[config.mk]
export PLATFORM = sky130hd
export DESIGN_NAME = seq_player
export DESIGN_NICKNAME = d
export VERILOG_FILES = /design/src/rtl/seq_player.sv
export SDC_FILE = /design/constraint.sdc
export NUM_CORES = 1
export LEC_CHECK = 0
export CAP_MARGIN = 20
export CORE_MARGIN = 8
export CORE_UTILIZATION = 40
export DETAILED_ROUTE_END_ITERATION = 12
export PLACE_DENSITY = 0.74
export SETUP_SLACK_MARGIN = 0.1
export SYNTH_ARGS = -nofsm -noshare
export SYNTH_HDL_FRONTEND = slang
export SYNTH_SLANG_ARGS = --single-unit
[constraint.sdc]
create_clock -name clk -period 2.2 [get_ports clk]
set_clock_uncertainty 0.1 [all_clocks]
set_input_delay 0.66 -clock clk [delete_from_list [all_inputs] [get_ports clk]]
set_output_delay 0.66 -clock clk [all_outputs]
set_load 0.02 [all_outputs]
[src/rtl/seq_player.sv]
// seq_player
//   Sequencer that walks a combinational 4-bit sequence ROM (seq_00 family)
//   from address 0 up to LAST, captures each ROM word into a register and
//   hands it downstream over a valid/ready handshake. Playback can be
//   one-shot or looping, can be stopped early, and tolerates back-pressure
//   without skipping or repeating a word.
//
// Parameters
//   SIZE    width of the ROM address and data
//   LAST    last address played before wrap or end (0 .. 2**SIZE-1)
//
// Ports
//   clk      in   clock, rising edge
//   rst_n    in   asynchronous active-low reset
//   start    in   begin playback (only looked at while idle)
//   loop     in   at the LAST capture: 1 = wrap to 0, 0 = finish
//   parar    in   stop request while running
//   address  out  registered ROM address
//   saida    in   ROM data for the current address
//   dado     out  captured word for downstream
//   valido   out  dado is valid
//   pronto   in   downstream takes dado when valido && pronto
//   ocupado  out  high whenever not idle
//   fim      out  one-cycle pulse on the first idle cycle after playback
module seq_player #(
  parameter int SIZE = 4,
  parameter int LAST = 15
) (
  input  logic            clk,
  input  logic            rst_n,
  input  logic            start,
  input  logic            loop,
  input  logic            parar,
  output logic [SIZE-1:0] address,
  input  logic [SIZE-1:0] saida,
  output logic [SIZE-1:0] dado,
  output logic            valido,
  input  logic            pronto,
  output logic            ocupado,
  output logic            fim
);

  typedef enum logic [1:0] {
    IDLE  = 2'd0,
    RUN   = 2'd1,
    DRAIN = 2'd2
  } state_t;

  localparam logic [SIZE-1:0] LAST_A = SIZE'(LAST);
  localparam logic [SIZE-1:0] ZERO_A = '0;
  localparam logic [SIZE-1:0] ONE_A  = SIZE'(1);

  state_t state;
  logic   cap;

  // The output register is free when it is empty or being taken this edge;
  // capturing into it only then keeps every ROM word seen exactly once.
  assign cap     = !valido || pronto;
  assign ocupado = (state != IDLE);

  always_ff @(posedge clk or negedge rst_n) begin
    if (!rst_n) begin
      state   <= IDLE;
      address <= ZERO_A;
      dado    <= ZERO_A;
      valido  <= 1'b0;
      fim     <= 1'b0;
    end else begin
      fim <= 1'b0;
      case (state)
        IDLE: begin
          valido  <= 1'b0;
          address <= ZERO_A;
          if (start) begin
            state <= RUN;
          end
        end

        RUN: begin
          if (parar) begin
            // Stop takes priority over capture; the pending word (if any)
            // is still delivered from DRAIN.
            state <= DRAIN;
          end else if (cap) begin
            dado   <= saida;
            valido <= 1'b1;
            if (address == LAST_A) begin
              if (loop) begin
                address <= ZERO_A;
              end else begin
                state <= DRAIN;
              end
            end else begin
              address <= address + ONE_A;
            end
          end
        end

        DRAIN: begin
          if (cap) begin
            valido  <= 1'b0;
            address <= ZERO_A;
            fim     <= 1'b1;
            state   <= IDLE;
          end
        end

        default: begin
          state <= IDLE;
        end
      endcase
    end
  end

endmodule

# Yosys cells after proc, flatten, opt, wreduce, memory -nomap -nowiden
# Cells that the tools add are included.
[classes] addsub=1 n_eq_ne=11 muxes=19 n_bitwise=1 n_reduce_logical=9
[op_table] op="4-bit 2-to-1 mux" n=5
[op_table] op="2-bit 2-to-1 mux" n=6
[op_table] op="3-bit != test (second input constant)" n=4
[op_table] op="4-bit case mux with 3 select lines" n=1
[op_table] op="5-bit AND reduction" n=2
[op_table] op="2-bit != test (second input constant)" n=4
[op_table] op="2-bit case mux with 3 select lines" n=1
[op_table] op="1-bit 2-to-1 mux" n=5
[op_table] op="4-bit by 1-bit adder with 4-bit output (second input constant)" n=1
[op_table] op="4-bit equality test (second input constant)" n=1
[op_table] op="4-bit AND reduction" n=1
[op_table] op="1-bit case mux with 3 select lines" n=1
[op_table] op="3-bit AND reduction" n=1
[op_table] op="3-bit nonzero test" n=1
[op_table] op="2-bit by 1-bit equality test with 1-bit output (second input constant)" n=1
[op_table] op="2-bit equality test (second input constant)" n=1
[op_table] op="2-bit logical NOT" n=1
[op_table] op="2-bit nonzero test" n=1
[op_table] op="1-bit logical NOT" n=1
[op_table] op="1-bit logical OR" n=1
[op_table] op="1-bit inverter" n=1
[totals] regBits=12 input_bits=10

# Depth between registers and ports, before layout
# Gate-level depths: netlist of run 1.
[depth] word_depth=5 depth_mapped=5

# Worst setup path after synthesis of run 1
# No wires, ideal clock.
[synth_timing] path_kind="reg-to-reg" from="register address[0]" to="register address[1]" setup_time_ps=125 t_arrival_ps=1588 required_ps=1975 path_slack_ps=387 path_stages_with_launch=6 period_less_slack_ps=1813 path_cell_list="dfrtp_1 -> ha_1 -> and4b_1 -> o31ai_2 -> nand2_1 -> mux2_4"
[synth_via] elab_chain_len=5 word_cells_on_any_way=8 classes_between="add/sub: 1; eq/ne: 2; mux: 4; reduce/logical: 1"
[synth_lines] item="from (decl)" line_no="34" text="output logic [SIZE-1:0] address,"
[synth_lines] item="from (signal assigned)" line_no="94" text="address <= address + ONE_A;"
[synth_lines] item="4-bit by 1-bit adder with 4-bit output / 4-bit equality test (equally long branches)" line_no="94, 87"
[synth_lines] item="4-bit 2-to-1 mux" line_no="87" text="if (address == LAST_A) begin"
[synth_lines] item="4-bit 2-to-1 mux" line_no="84" text="end else if (cap) begin"
[synth_lines] item="4-bit 2-to-1 mux" line_no="80" text="if (parar) begin"
[synth_lines] item="4-bit case mux with 3 select lines" line_no="70" text="case (state)"
# Parallel ways exist; a longest one is shown, timed or not. The select of a mux whose other input is x is not followed.
# A chain may end at the register's enable or synchronous reset.

# Final worst setup path of run 1
[layout_timing] from="register state[1]" to="output port ocupado"
[layout_via] elab_chain_len=1
[layout_lines] item="from (decl)" line_no="53" text="state_t state;"
[layout_lines] item="from (signal assigned)" line_no="63" text="state <= IDLE;"
[layout_lines] item="from (signal assigned)" line_no="75" text="state <= RUN;"
[layout_lines] item="from (signal assigned)" line_no="83" text="state <= DRAIN;"
[layout_lines] item="2-bit nonzero test" line_no="59" text="assign ocupado = (state != IDLE);"
[layout_lines] item="to (decl)" line_no="39" text="output logic ocupado,"
# No other way between the ends.

==> impl_metrics.ini, run 1 <==
[outcome]
outcome = finished clean

[floorplan]
num_rows = 14
pin_count = 21
dieHeight_um = 55.2
die_w_um = 55.2
die_area_um2 = 3050
coreArea_um2 = 1470
start_util_pct = 41.8

[sta]
relSlewSlack_pct = 63.4
tightest_slew_ns = 0.547
setup_viol_count_final = 0
setup_tns_ns = 0
period_minus_slack_ns = 2.00
rsz0062_at_grt = false
slew_viol_final = 0
finalCritPeriodShare_pct = 91.1
clock.fmax_mhz = 499
hold_violations = 0

[yosys]
yosys.area.top_type = dfrtp_1
ys_types = 25
ys_seq_area_share_pct = 48.9
synthFlopType = dfrtp_1
synth_most_common_cell = dfrtp_1
synthCells = 51
syn_area_um2 = 614
ys_ff_latch = 12
netlist.area_leader.share_pct = 48.9
synth_warnings = 0
synth_edf_count = 0
avgSynthCellArea_um2 = 12.0
yosys-top-cells-count = dfrtp_1 (12), mux2_4 (5), nor2_1 (5)
synth_nets = 62
synth.area.top_cells = dfrtp_1 (49%), mux2_4 (12%), nor2_1 (3.1%), a22o_1 (2.9%), nor3_4 (2.6%)
async_flop_share_pct = 100

[routing]
ant_nets = 0
via_count = 512
route.detailed.drc = 0
drtIter0Drc = 11
routedWlPerCell_um = 14.6
firstDrtPassIters = 4
drt_wl_total_um = 1430
viasPerCell = 5.22

[layout]
num_antenna_cells = 0
fin_nets = 94
drive_above_1_share_pct = 28.0
post-route-util_pct = 64.1
area_growth_syn_to_layout_pct = 53.6
nFillCells = 119
multi_input_area_um2 = 310
regArea_um2 = 300

[setup_path]
endpoint_kind = output pin
cp_data_required_time_ns = 1.44
start_kind = flip-flop
cp_max_fo = 2
critical_path_arrival_ns = 1.24
critPathKind = flip-flop to output pin

[global_routing]
antenna_found_initial = 0
grt_pass1_vias = 498
overflow = 0
track_usage_pct = 10.2
grt_pass1_wl_um = 2200
grt_max_degree = 13

[clocking]
cts_buffer_depth = 2
clk_latency_ns = 0.27
cts.clk_slew.worst_paths_ns = 0.08
cts-hold-fix-buffers = 0
cts_root_buf = clkbuf_4
cts_htree_levels = 1
cts_tree = done
clkSinkCount = 12
cts_buffers = 3

[pwr]
pwr_density_cell_nw_per_um2 = 917
p_leak_nw = 0.519
total_power_mw = 0.865
ir_drop_uv = 459

[min_path]
hold_path.class = flip-flop to flip-flop

[job]
cap_violations = 0

[placed_design]
place_congestion = 0.801
place_hpwl_um = 1140
port_buffers = 20
## repair_timing
action / in CTS / in global routing
pin swaps: 0 / 0
setup endpoints to repair: 2 / 4
buffers inserted: 0 / 0
resized for setup: 2 / 4
## cell families (layout without fill, tap and decap cells)
logic type,after synthesis,in the layout,share of synthesized area [%]
adders and majority gates,1,1,2.04
and+or+nand+nor,19,19,19.8
muxes,6,6,13.8
buffers and inverters,1,32,0.610
AOI/OAI and AO/OA,12,12,14.9
DFF,12,12,48.9
## metal layers
metal	routed length, um	vias up	global-route usage (%)
met5	0	-	0
met1	638	244	12.5
met3	158	2	3.74
met2	617	16	15.5
met4	14	0	4.80
li1	-	250	-
## state kept, by name, indices dropped and copies added, names as in the netlist
signal   cells
address      4
dado         4
state        2
fim          1
valido       1
## layout by cell type, fill, tap and decap left out, types with 2 or more instances in the layout
cell type        count
mux2_4               5
dlygate4sd2_1        2
a21o_1               2
nand3_1              2
dfrtp_1             12
clkdlybuf4s50_1     14
dlymetal6s2s_1       4
buf_4                6
o21ai_0              2
nand2b_1             2
nor2_1               5
a22o_1               2
clkbuf_4             3
nand2_1              3
## worst max-delay path, stage by stage, from the launching register on
cell	delay, ns
dfrtp_1	0.37
or2_2	0.28
dlygate4sd2_1	0.32
## layout make-up
class	instances	share of cell area [%]
multi-input combinational	38	32.9
sequential	12	31.8
timing repair buffer	27	28.9
clock buffer	4	3.85
tap	16	2.12
inverter	1	0.398
## final timing paths
path                                 start    endpoint  depth (start not counted)  slack, ns
worst min-delay path               dado[3]     dado[3]                          1       0.41
worst max register to register  address[0]  address[1]                          5       0.36
min in group asynchronous            rst_n    state[1]                          1       0.65
worst max-delay path              state[1]     ocupado                          2       0.20
max in group asynchronous            rst_n     dado[2]                          1       1.00
worst min register to register     dado[3]     dado[3]                          1       0.41
## power breakdown
part | internal [mW] | total (mW) | switching (mW)
sequential | 0.275 | 0.310 | 0.0343
combinational | 0.211 | 0.383 | 0.172
clock | 0.100 | 0.173 | 0.0722
## through the flow
stage	worst slack [ns]	cells	instance area [um^2]	hold WS [ns]
floorplan	0.387	51	614	0.264
global route	0.137	98	943	0.442
detailed placement	-0.0953	94	900	0.398
CTS	0.105	98	933	0.415
finish	0.196	98	943	0.411
global placement	-0.0376	94	900	0.389
Note: power is estimated with default switching activity, not from simulation.
==> inputs of run 2 (changes only) <==
ABC_AREA = 1   (was default)
PLACE_DENSITY = 0.72   (was 0.74)
==> run 2 against run 1 <==
  * First-iteration DRC count up 18%
  * Register-to-register slack improved by 0.40 ns
  * Largest power group unchanged
  * Critical path depth decreased by 1
  * Via count grew 27%
  * Non-clock buffer count shrank 7
  * Total power increased by 17%
  * Count of clock-buffer cells in the layout decreased by 1
  * Sequential share of layout area increased by 1.0 points
  * Worst setup slack got worse by 0.042 ns
  * Highest routed layer unchanged
==> impl_metrics.ini, run 2 <==
[sta]
period_minus_slack_ns = 2.05
hold_violations = 0
slew_viol_final = 0
finalCritPeriodShare_pct = 93.0
rsz0062_at_grt = false
tightest_slew_ns = 0.536
setup_tns_ns = 0
setup_viol_count_final = 0
relSlewSlack_pct = 64.2
clock.fmax_mhz = 489

[global_routing]
grt_pass1_vias = 682
grt_max_degree = 13
antenna_found_initial = 0
overflow = 0
grt_pass1_wl_um = 2970
track_usage_pct = 11.1

[routing]
routedWlPerCell_um = 11.6
ant_nets = 0
viasPerCell = 4.89
drt_wl_total_um = 1540
firstDrtPassIters = 4
via_count = 651
route.detailed.drc = 0
top_layer_used = met4
dr_wl_met3_um = 139
wl_met2_um = 678
met1_length_um = 704
drtIter0Drc = 13

[floorplan]
pin_count = 21
start_util_pct = 40.8
coreArea_um2 = 1650
die_area_um2 = 3250
die_w_um = 57.0
num_rows = 15
dieHeight_um = 57.0

[setup_path]
start_kind = flip-flop
cpMaxStageDelayCell = clkdlybuf4s50_1
path_buf_inv = 1
critical_path_arrival_ns = 1.29
endpoint_kind = output pin
critPathKind = flip-flop to output pin
cp_max_fo = 4
crit_family = buffers and inverters
path_cells = clkdlybuf4s50_1
cp_data_required_time_ns = 1.44
cp_slowest_stage_delay_ns = 0.62

[yosys]
synth_nets = 104
ys_ff_latch = 12
ys_seq_area_share_pct = 44.6
yosys-top-cells-count = nand2_1 (29), dfrtp_1 (12), nor2_1 (12)
syn_area_um2 = 673
synth.area.top_cells = dfrtp_1 (45%), nand2_1 (16%), nor2_1 (6.7%), inv_1 (6.1%), nand3_1 (5.9%)
ys_types = 17
synthFlopType = dfrtp_1
synth_warnings = 0
synth_edf_count = 0
yosys.area.top_type = dfrtp_1
synthCells = 93
synth_most_common_cell = nand2_1
async_flop_share_pct = 100
netlist.area_leader.share_pct = 44.6
avgSynthCellArea_um2 = 7.24

[placed_design]
dpl_cell_area_um2 = 895
port_buffers = 20
place_congestion = 0.911
place_hpwl_um = 1250

[clocking]
clk_latency_ns = 0.27
cts_htree_levels = 1
cts.clk_slew.worst_paths_ns = 0.07
cts_buffer_depth = 2
clkSinkCount = 12
cts_buffers = 3
cts_resized = 4
cts_setup_buffers = 0
cts_root_buf = clkbuf_4
cts-hold-fix-buffers = 0
cts_tree = done

[layout]
final_common_cell = nand2_1
layout_common_cells = nand2_1 (29), clkdlybuf4s50_1 (16), nor2_1 (12), dfrtp_1 (12), inv_1 (11)
area_growth_syn_to_layout_pct = 35.7
design_area_um2 = 913
num_antenna_cells = 0
fin_nets = 129
drive_above_1_share_pct = 10.3
largest_registers = address x4, dado x4, state x2

[pwr]
ir_drop_uv = 544
p_leak_nw = 0.476
pwr_density_cell_nw_per_um2 = 1110

[min_path]
hold_path.class = flip-flop to flip-flop

[job]
cap_violations = 0

[outcome]
outcome = finished clean
==> run 2: cell count changes after synthesis, sizes merged, moves of 3 or more <==
cell / delta
nor2: +9
inv: +12
mux2: -5
a21o: -3
nand3: +8
nand2: +29
nand2b: -3
o21ai: +3
==> run 2: worst min-delay path, delay by kind of cell, from the launching register on <==
family,cells,cell delay [ns]
compound gates,1,0.06
flops,1,0.35
simple gates,1,0.05
==> run 2: layout make-up <==
cell class                 instances  area [um^2]
multi-input combinational         68          324
timing repair buffer              20          196
fill                             159          738
clock buffer                       3         22.5
tap                               17         21.3
sequential                        12          300
inverter                          13         48.8
==> run 2: metrics by stage <==
step / hold slack [ns] / worst slack, ns / utilization, % / instances / power, mW
final: 0.392 / 0.155 / 55.3 / 133 / 1.01
after global routing: 0.422 / 0.104 / 55.3 / 133 / 1.10
after CTS: 0.397 / 0.136 / 55.2 / 133 / 1.03
after detailed placement: 0.380 / 0.181 / 54.2 / 130 / 0.902
after global placement: 0.378 / 0.200 / 54.2 / 130 / 0.895
after floorplan: 0.264 / 0.794 / - / 93 / 0.679
==> run 2: power by group <==
part           internal, mW  switching, mW
combinational         0.213          0.304
clock                0.0633         0.0693
sequential            0.295         0.0706
total                 0.571          0.444
==> run 2: cell families (layout without fill, tap and decap cells) <==
| kind of cell | after synthesis | after routing | synth area share (%) |
|---|---|---|---|
| and+or+nand+nor | 59 | 59 | 39.8 |
| AOI/OAI and AO/OA | 7 | 7 | 5.20 |
| DFF | 12 | 12 | 44.6 |
| buffers and inverters | 13 | 36 | 7.25 |
| xor gates and xnor gates | 1 | 1 | 1.30 |
| adders and majority gates | 1 | 1 | 1.86 |
==> run 2: final timing paths <==
check,from,to,slack (ns),cells after the start
min in group asynchronous,rst_n,address[2],0.64,1
max in group asynchronous,rst_n,valido,1.01,1
max,valido,valido,0.15,1
min reg2reg,dado[2],dado[2],0.39,2
min,dado[2],dado[2],0.39,2
max reg2reg,address[0],address[1],0.76,7
==> run 2: layer usage <==
metal,global-route usage [%],vias up
met5,0,-
met4,6.04,0
met3,4.88,4
met2,16.9,14
met1,12.8,294
li1,-,339
